`src/rtl/ps2_scancode_fifo_if.sv`:
```
// Host-facing bundle of ps2_scancode_fifo: decoder byte input, host pop/clear, FWFT head and status.
interface ps2_scancode_fifo_if #(
    parameter int unsigned AW = 3
);
    logic [7:0]  in_data;
    logic        in_valid;
    logic        rd_en;
    logic        irq_clear;
    logic [7:0]  rd_code;
    logic        rd_ext;
    logic        rd_brk;
    logic        empty;
    logic        full;
    logic [AW:0] count;
    logic        irq;
    logic        overflow;

    // Driver side: decoder plus 68k host.
    modport master (
        output in_data, in_valid, rd_en, irq_clear,
        input  rd_code, rd_ext, rd_brk, empty, full, count, irq, overflow
    );

    // The FIFO itself.
    modport slave (
        input  in_data, in_valid, rd_en, irq_clear,
        output rd_code, rd_ext, rd_brk, empty, full, count, irq, overflow
    );
endinterface

```
`src/rtl/ps2_scancode_fifo.sv`:
```
// Folds PS/2 set-2 E0/F0 prefixes into {ext,brk,code} events and buffers them
// in a first-word-fall-through FIFO with sticky irq and overflow flags.
module ps2_scancode_fifo #(
    parameter int unsigned DEPTH = 8,
    parameter int unsigned AW    = 3
) (
    input  logic                 clk,
    input  logic                 reset,
    ps2_scancode_fifo_if.slave   bus
);
    localparam int unsigned EW = 10;
    localparam int unsigned CW = AW + 1;
    localparam logic [7:0]  CODE_EXT = 8'hE0;
    localparam logic [7:0]  CODE_BRK = 8'hF0;
    localparam logic [CW-1:0] COUNT_FULL = CW'(DEPTH);

    logic [EW-1:0] mem_q [DEPTH];
    logic [AW-1:0] wr_ptr_q, wr_ptr_d;
    logic [AW-1:0] rd_ptr_q, rd_ptr_d;
    logic [CW-1:0] count_q, count_d;
    logic          in_valid_q;
    logic          ext_q, ext_d;
    logic          brk_q, brk_d;
    logic          irq_q, irq_d;
    logic          overflow_q, overflow_d;

    logic          stb_c;
    logic          push_req_c;
    logic          push_ok_c;
    logic          drop_c;
    logic          pop_c;
    logic          empty_c;
    logic          full_c;
    logic [EW-1:0] entry_c;
    logic [EW-1:0] head_c;

    assign empty_c = (count_q == '0);
    assign full_c  = (count_q == COUNT_FULL);
    assign head_c  = mem_q[rd_ptr_q];
    assign entry_c = {ext_q, brk_q, bus.in_data};

    // Byte strobe, push/pop qualification and next-state for all state registers.
    always_comb begin
        stb_c      = bus.in_valid & ~in_valid_q;
        push_req_c = 1'b0;
        push_ok_c  = 1'b0;
        drop_c     = 1'b0;
        pop_c      = bus.rd_en & ~empty_c;
        ext_d      = ext_q;
        brk_d      = brk_q;
        wr_ptr_d   = wr_ptr_q;
        rd_ptr_d   = rd_ptr_q;
        count_d    = count_q;
        irq_d      = irq_q;
        overflow_d = overflow_q;

        if (stb_c) begin
            if (bus.in_data == CODE_EXT) begin
                ext_d = 1'b1;
            end else if (bus.in_data == CODE_BRK) begin
                brk_d = 1'b1;
            end else begin
                push_req_c = 1'b1;
                ext_d      = 1'b0;
                brk_d      = 1'b0;
            end
        end

        // A simultaneous pop frees the slot, so a full FIFO still accepts.
        push_ok_c = push_req_c & (~full_c | pop_c);
        drop_c    = push_req_c & full_c & ~pop_c;

        if (push_ok_c) wr_ptr_d = wr_ptr_q + AW'(1);
        if (pop_c)     rd_ptr_d = rd_ptr_q + AW'(1);

        case ({push_ok_c, pop_c})
            2'b10:   count_d = count_q + CW'(1);
            2'b01:   count_d = count_q - CW'(1);
            default: count_d = count_q;
        endcase

        // Set beats clear when both land in the same cycle.
        if (bus.irq_clear) begin
            irq_d      = 1'b0;
            overflow_d = 1'b0;
        end
        if (push_ok_c) irq_d      = 1'b1;
        if (drop_c)    overflow_d = 1'b1;
    end

    // Control state registers.
    always_ff @(posedge clk or posedge reset) begin
        if (reset) begin
            wr_ptr_q   <= '0;
            rd_ptr_q   <= '0;
            count_q    <= '0;
            in_valid_q <= 1'b0;
            ext_q      <= 1'b0;
            brk_q      <= 1'b0;
            irq_q      <= 1'b0;
            overflow_q <= 1'b0;
        end else begin
            wr_ptr_q   <= wr_ptr_d;
            rd_ptr_q   <= rd_ptr_d;
            count_q    <= count_d;
            in_valid_q <= bus.in_valid;
            ext_q      <= ext_d;
            brk_q      <= brk_d;
            irq_q      <= irq_d;
            overflow_q <= overflow_d;
        end
    end

    // Entry storage; contents are only observed through the empty gate below.
    always_ff @(posedge clk) begin
        if (push_ok_c) mem_q[wr_ptr_q] <= entry_c;
    end

    // Head presented straight from storage, forced to zero while empty.
    assign bus.rd_code  = empty_c ? 8'h00 : head_c[7:0];
    assign bus.rd_brk   = empty_c ? 1'b0  : head_c[8];
    assign bus.rd_ext   = empty_c ? 1'b0  : head_c[9];
    assign bus.empty    = empty_c;
    assign bus.full     = full_c;
    assign bus.count    = count_q;
    assign bus.irq      = irq_q;
    assign bus.overflow = overflow_q;
endmodule
```
`src/flat_wrapper.sv`:
```
// flat-port wrapper written by rule: the top's interface ports become plain ports
module ps2_scancode_fifo_flat 
#(
    parameter int unsigned DEPTH = 8,
    parameter int unsigned AW    = 3
)
  (clk, reset, bus_in_data, bus_in_valid, bus_rd_en, bus_irq_clear, bus_rd_code, bus_rd_ext, bus_rd_brk, bus_empty, bus_full, bus_count, bus_irq, bus_overflow);
  ps2_scancode_fifo_if #(.AW(AW)) bus_i ();
  input  logic clk;
  input  logic reset;
  input wire logic [$bits(bus_i.in_data)-1:0] bus_in_data;
  input wire logic [$bits(bus_i.in_valid)-1:0] bus_in_valid;
  input wire logic [$bits(bus_i.rd_en)-1:0] bus_rd_en;
  input wire logic [$bits(bus_i.irq_clear)-1:0] bus_irq_clear;
  output wire logic [$bits(bus_i.rd_code)-1:0] bus_rd_code;
  output wire logic [$bits(bus_i.rd_ext)-1:0] bus_rd_ext;
  output wire logic [$bits(bus_i.rd_brk)-1:0] bus_rd_brk;
  output wire logic [$bits(bus_i.empty)-1:0] bus_empty;
  output wire logic [$bits(bus_i.full)-1:0] bus_full;
  output wire logic [$bits(bus_i.count)-1:0] bus_count;
  output wire logic [$bits(bus_i.irq)-1:0] bus_irq;
  output wire logic [$bits(bus_i.overflow)-1:0] bus_overflow;
  assign bus_i.in_data = bus_in_data;
  assign bus_i.in_valid = bus_in_valid;
  assign bus_i.rd_en = bus_rd_en;
  assign bus_i.irq_clear = bus_irq_clear;
  assign bus_rd_code = bus_i.rd_code;
  assign bus_rd_ext = bus_i.rd_ext;
  assign bus_rd_brk = bus_i.rd_brk;
  assign bus_empty = bus_i.empty;
  assign bus_full = bus_i.full;
  assign bus_count = bus_i.count;
  assign bus_irq = bus_i.irq;
  assign bus_overflow = bus_i.overflow;
  ps2_scancode_fifo #(.DEPTH(DEPTH), .AW(AW)) u_core (.clk(clk), .reset(reset), .bus(bus_i));
endmodule
```
`config.mk`:
```
export PLATFORM = sky130hd
export DESIGN_NAME = ps2_scancode_fifo_flat
export DESIGN_NICKNAME = d
export VERILOG_FILES = /design/src/rtl/ps2_scancode_fifo_if.sv /design/src/rtl/ps2_scancode_fifo.sv /design/src/flat_wrapper.sv
export SDC_FILE = /design/constraint.sdc
export NUM_CORES = 1
export LEC_CHECK = 0
export ABC_CLOCK_PERIOD_IN_PS = 2900
export BUFFER_PORTS_ARGS = -buffer_cell sky130_fd_sc_hd__buf_2
export CORE_UTILIZATION = 59
export CTS_CLUSTER_SIZE = 40
export DETAILED_ROUTE_END_ITERATION = 8
export PLACE_DENSITY = 0.89
export SLEW_MARGIN = 20
export SYNTH_ARGS = -nofsm -noshare
export SYNTH_HDL_FRONTEND = slang
export SYNTH_SLANG_ARGS = --single-unit
```
`constraint.sdc`:
```
create_clock -name clk -period 2.9 [get_ports clk]
set_clock_uncertainty 0.15 [all_clocks]
set_input_delay 0.29 -clock clk [delete_from_list [all_inputs] [get_ports clk]]
set_output_delay 0.29 -clock clk [all_outputs]
set_load 0.02 [all_outputs]
```
==> impl_metrics.tcl <==
set metrics [dict create \
    diodes 0 \
    period_share_pct 93.0 \
    hold_path.class "in2reg" \
    peakVddDrop_mv 0.530 \
    drive_above_1_share_pct 34.3 \
    num_vias 2072 \
    clock.fmax_mhz 371 \
    overflow 0 \
    post-place-ws_ns 0.252 \
    status "finished clean" \
    synth_top_family_by_area "multiplexers" \
    grt_pass1_wl_mm 10.3 \
    start_util_pct 60.9 \
    cts-htree-levels 3 \
    worstPathArrival_ns 2.79 \
    clkTransAtPathRegs_ns 0.09 \
    syn2layout_area_growth_pct 16.3 \
    syn_avg_cell_area_um2 18.5 \
    clock-sinks 95 \
    ys.flop_type "edfxtp_1" \
    cts_setup_buffers 0 \
    synth_xor_xnor_area_share_pct 2.05 \
    cts_buffer_depth 2 \
    antenna_found_initial 0 \
    final_nets 284 \
    rsz0062_at_grt "no" \
    ctsHoldBuffers 4 \
    crit_type "reg2reg" \
    synth-warning-count 0 \
    synthArstFlopShare_pct 15.8 \
    required_ns 3.00 \
    grtUsageTotal_pct 22.2 \
    gp_congestion 0.828 \
    dieArea_um2 6850 \
    io_pins 31 \
    ctsResizeCount 0 \
    muxShareOfSynthArea_pct 15.5 \
    total_power_w 0.00413 \
    clk_latency_ns 0.36 \
    coreArea_um2 6310 \
    ys_ff_latch 95 \
    io_buffers 30 \
    power_leakage_nw 1.66 \
    synth_fa_ha_area_share_pct 1.63 \
    fin_tns_setup_ns 0 \
    fin_ws_ns 0.204 \
    ant_nets 0 \
    synthSimpleGateAreaFrac_pct 6.12 \
    synth_fp_nets 226 \
    relSlewSlack_pct 44.0 \
    cts_tree "yes" \
    wirelength_mm 6.95 \
    cap_violations 0 \
    tightest_slew_ns 0.834 \
    pwr_density_cell_nw_per_um2 923 \
    grt_pass1_vias 2066 \
    yosysSeqAreaShare_pct 72.2 \
    first_pass_iters 4 \
    cts_inserted_buffers 9 \
    synth_area_um2 3850 \
    cp_max_fo 6 \
    fin_crit_ns 2.70 \
    die_w_um 82.7 \
    die_h_um 82.7 \
    num_rows 29 \
    syn_inst 208 \
    cts-root-buf "clkbuf_8" \
    whs_ns 0.0751 \
    synth_edf_count 80 \
    viasPerCell 5.95 \
    drv_slew 0 \
    grt_max_degree 23 \
    hold_viol_final 0 \
    report.final.setup_viol 0 \
    synth-compound-area-share_pct 1.20 \
    start_kind "register" \
    end_kind "register" \
    synth_cell_types 33 \
    hpwl_mm 4.57 \
    drt-initial-drc-count 137 \
    post-route-drc-count 0 \
    routedWlPerCell_um 20.0 \
]
[path summary, 6_finish.rpt]
| check | start | end | slack (ns) | cells past startpoint |
|---|---|---|---|---|
| min in group asynchronous | reset | u_core.bus.irq | 0.37 | 3 |
| worst min register to register | u_core.bus.overflow | u_core.bus.overflow | 0.37 | 2 |
| worst max-delay path | u_core.bus.count[2] | u_core.bus.count[2] | 0.20 | 10 |
| worst max register to register | u_core.bus.count[2] | u_core.bus.count[2] | 0.20 | 10 |
| max in group asynchronous | reset | u_core.wr_ptr_q[2] | 1.85 | 3 |
| worst min-delay path | bus_in_data[1] | u_core.mem_q[0][1] | 0.08 | 1 |
[worst max-delay path, cell delays in order, from the launching register on]
cell	delay [ns]
dfrtp_1	0.46
or4b_4	0.54
o22ai_2	0.22
or2_1	0.15
ha_1	0.24
xor2_1	0.10
ha_1	0.19
a21oi_1	0.16
xor2_1	0.15
nor2_1	0.07
xor2_1	0.14
[routing by layer]
layer | track usage, % | up-vias | wire length [um]
li1 | - | 927 | -
met1 | 27.7 | 1061 | 2930
met2 | 35.8 | 66 | 3510
met3 | 5.82 | 18 | 312
met4 | 11.6 | 0 | 192
met5 | 0 | - | 0
[where the power goes]
| group | internal [W] | leakage [nW] | switching, W |
|---|---|---|---|
| logic | 0.000673 | 0.652 | 0.000791 |
| clock network | 0.000445 | 0.0996 | 0.000420 |
| registers | 0.00165 | 0.905 | 0.000150 |
[state kept, by name, summed over array words and instances (netlist names)]
name	count
u_core.wr_ptr_q	3
u_core.in_valid_q	1
u_core.ext_q	1
u_core.rd_ptr_q	3
u_core.mem_q	80
u_core.bus.irq	1
u_core.brk_q	1
u_core.bus.count	4
u_core.bus.overflow	1
[cell usage after synthesis, drive strengths merged (3+ instances only)]
cell type / count / area share, %
edfxtp: 80 / 62
nor2: 23 / 2.2
mux4: 20 / 12
dfrtp: 15 / 9.8
mux2i: 11 / 2.9
xor2: 6 / 1.4
ha: 5 / 1.6
buf: 4 / 0.55
clkbuf: 4 / 0.39
inv: 4 / 0.39
nand2: 4 / 0.39
a21oi: 3 / 0.39
mux2: 3 / 0.88
nand2b: 3 / 0.49
nor4: 3 / 0.49
xnor2: 3 / 0.68
[cells by family after synthesis]
logic type | after synthesis
and+or+nand+nor | 46
buffers and inverters | 12
AOI/OAI and AO/OA | 7
adders and majority gates | 5
muxes | 34
xor gates and xnor gates | 9
DFF | 95
[area by class of cell]
type                       count  area, um^2
clock buffer                  13         159
clock inverter                 3        42.5
fill                         382        1840
inverter                       4        15.0
multi-input combinational    101        1040
sequential                    95        2780
tap                           77        96.3
timing repair buffer          55         348
[placed cells by master (no fill, tap or decap), types with 3 or more instances in the layout]
cell and instances:
mux2i_1 11, nand2b_1 3, nor2_1 23, inv_1 4, buf_4 21, a21oi_1 3
buf_2 30, xnor2_1 3, nand2_1 4, xor2_1 6, ha_1 5, edfxtp_1 80
dfrtp_1 15, mux4_2 20, dlygate4sd3_1 4, nor4_2 3, clkbuf_8 11
[metrics by stage]
stage / cells / util, % / instance area [um^2]
after global placement: 328 / 67.0 / 4230
after global routing: 348 / 70.9 / 4470
after CTS: 348 / 70.9 / 4470
final: 348 / 70.9 / 4470
after detailed placement: 328 / 67.0 / 4230
after floorplan: 208 / - / 3850
No activity file was read; power rests on OpenSTA's default activity.
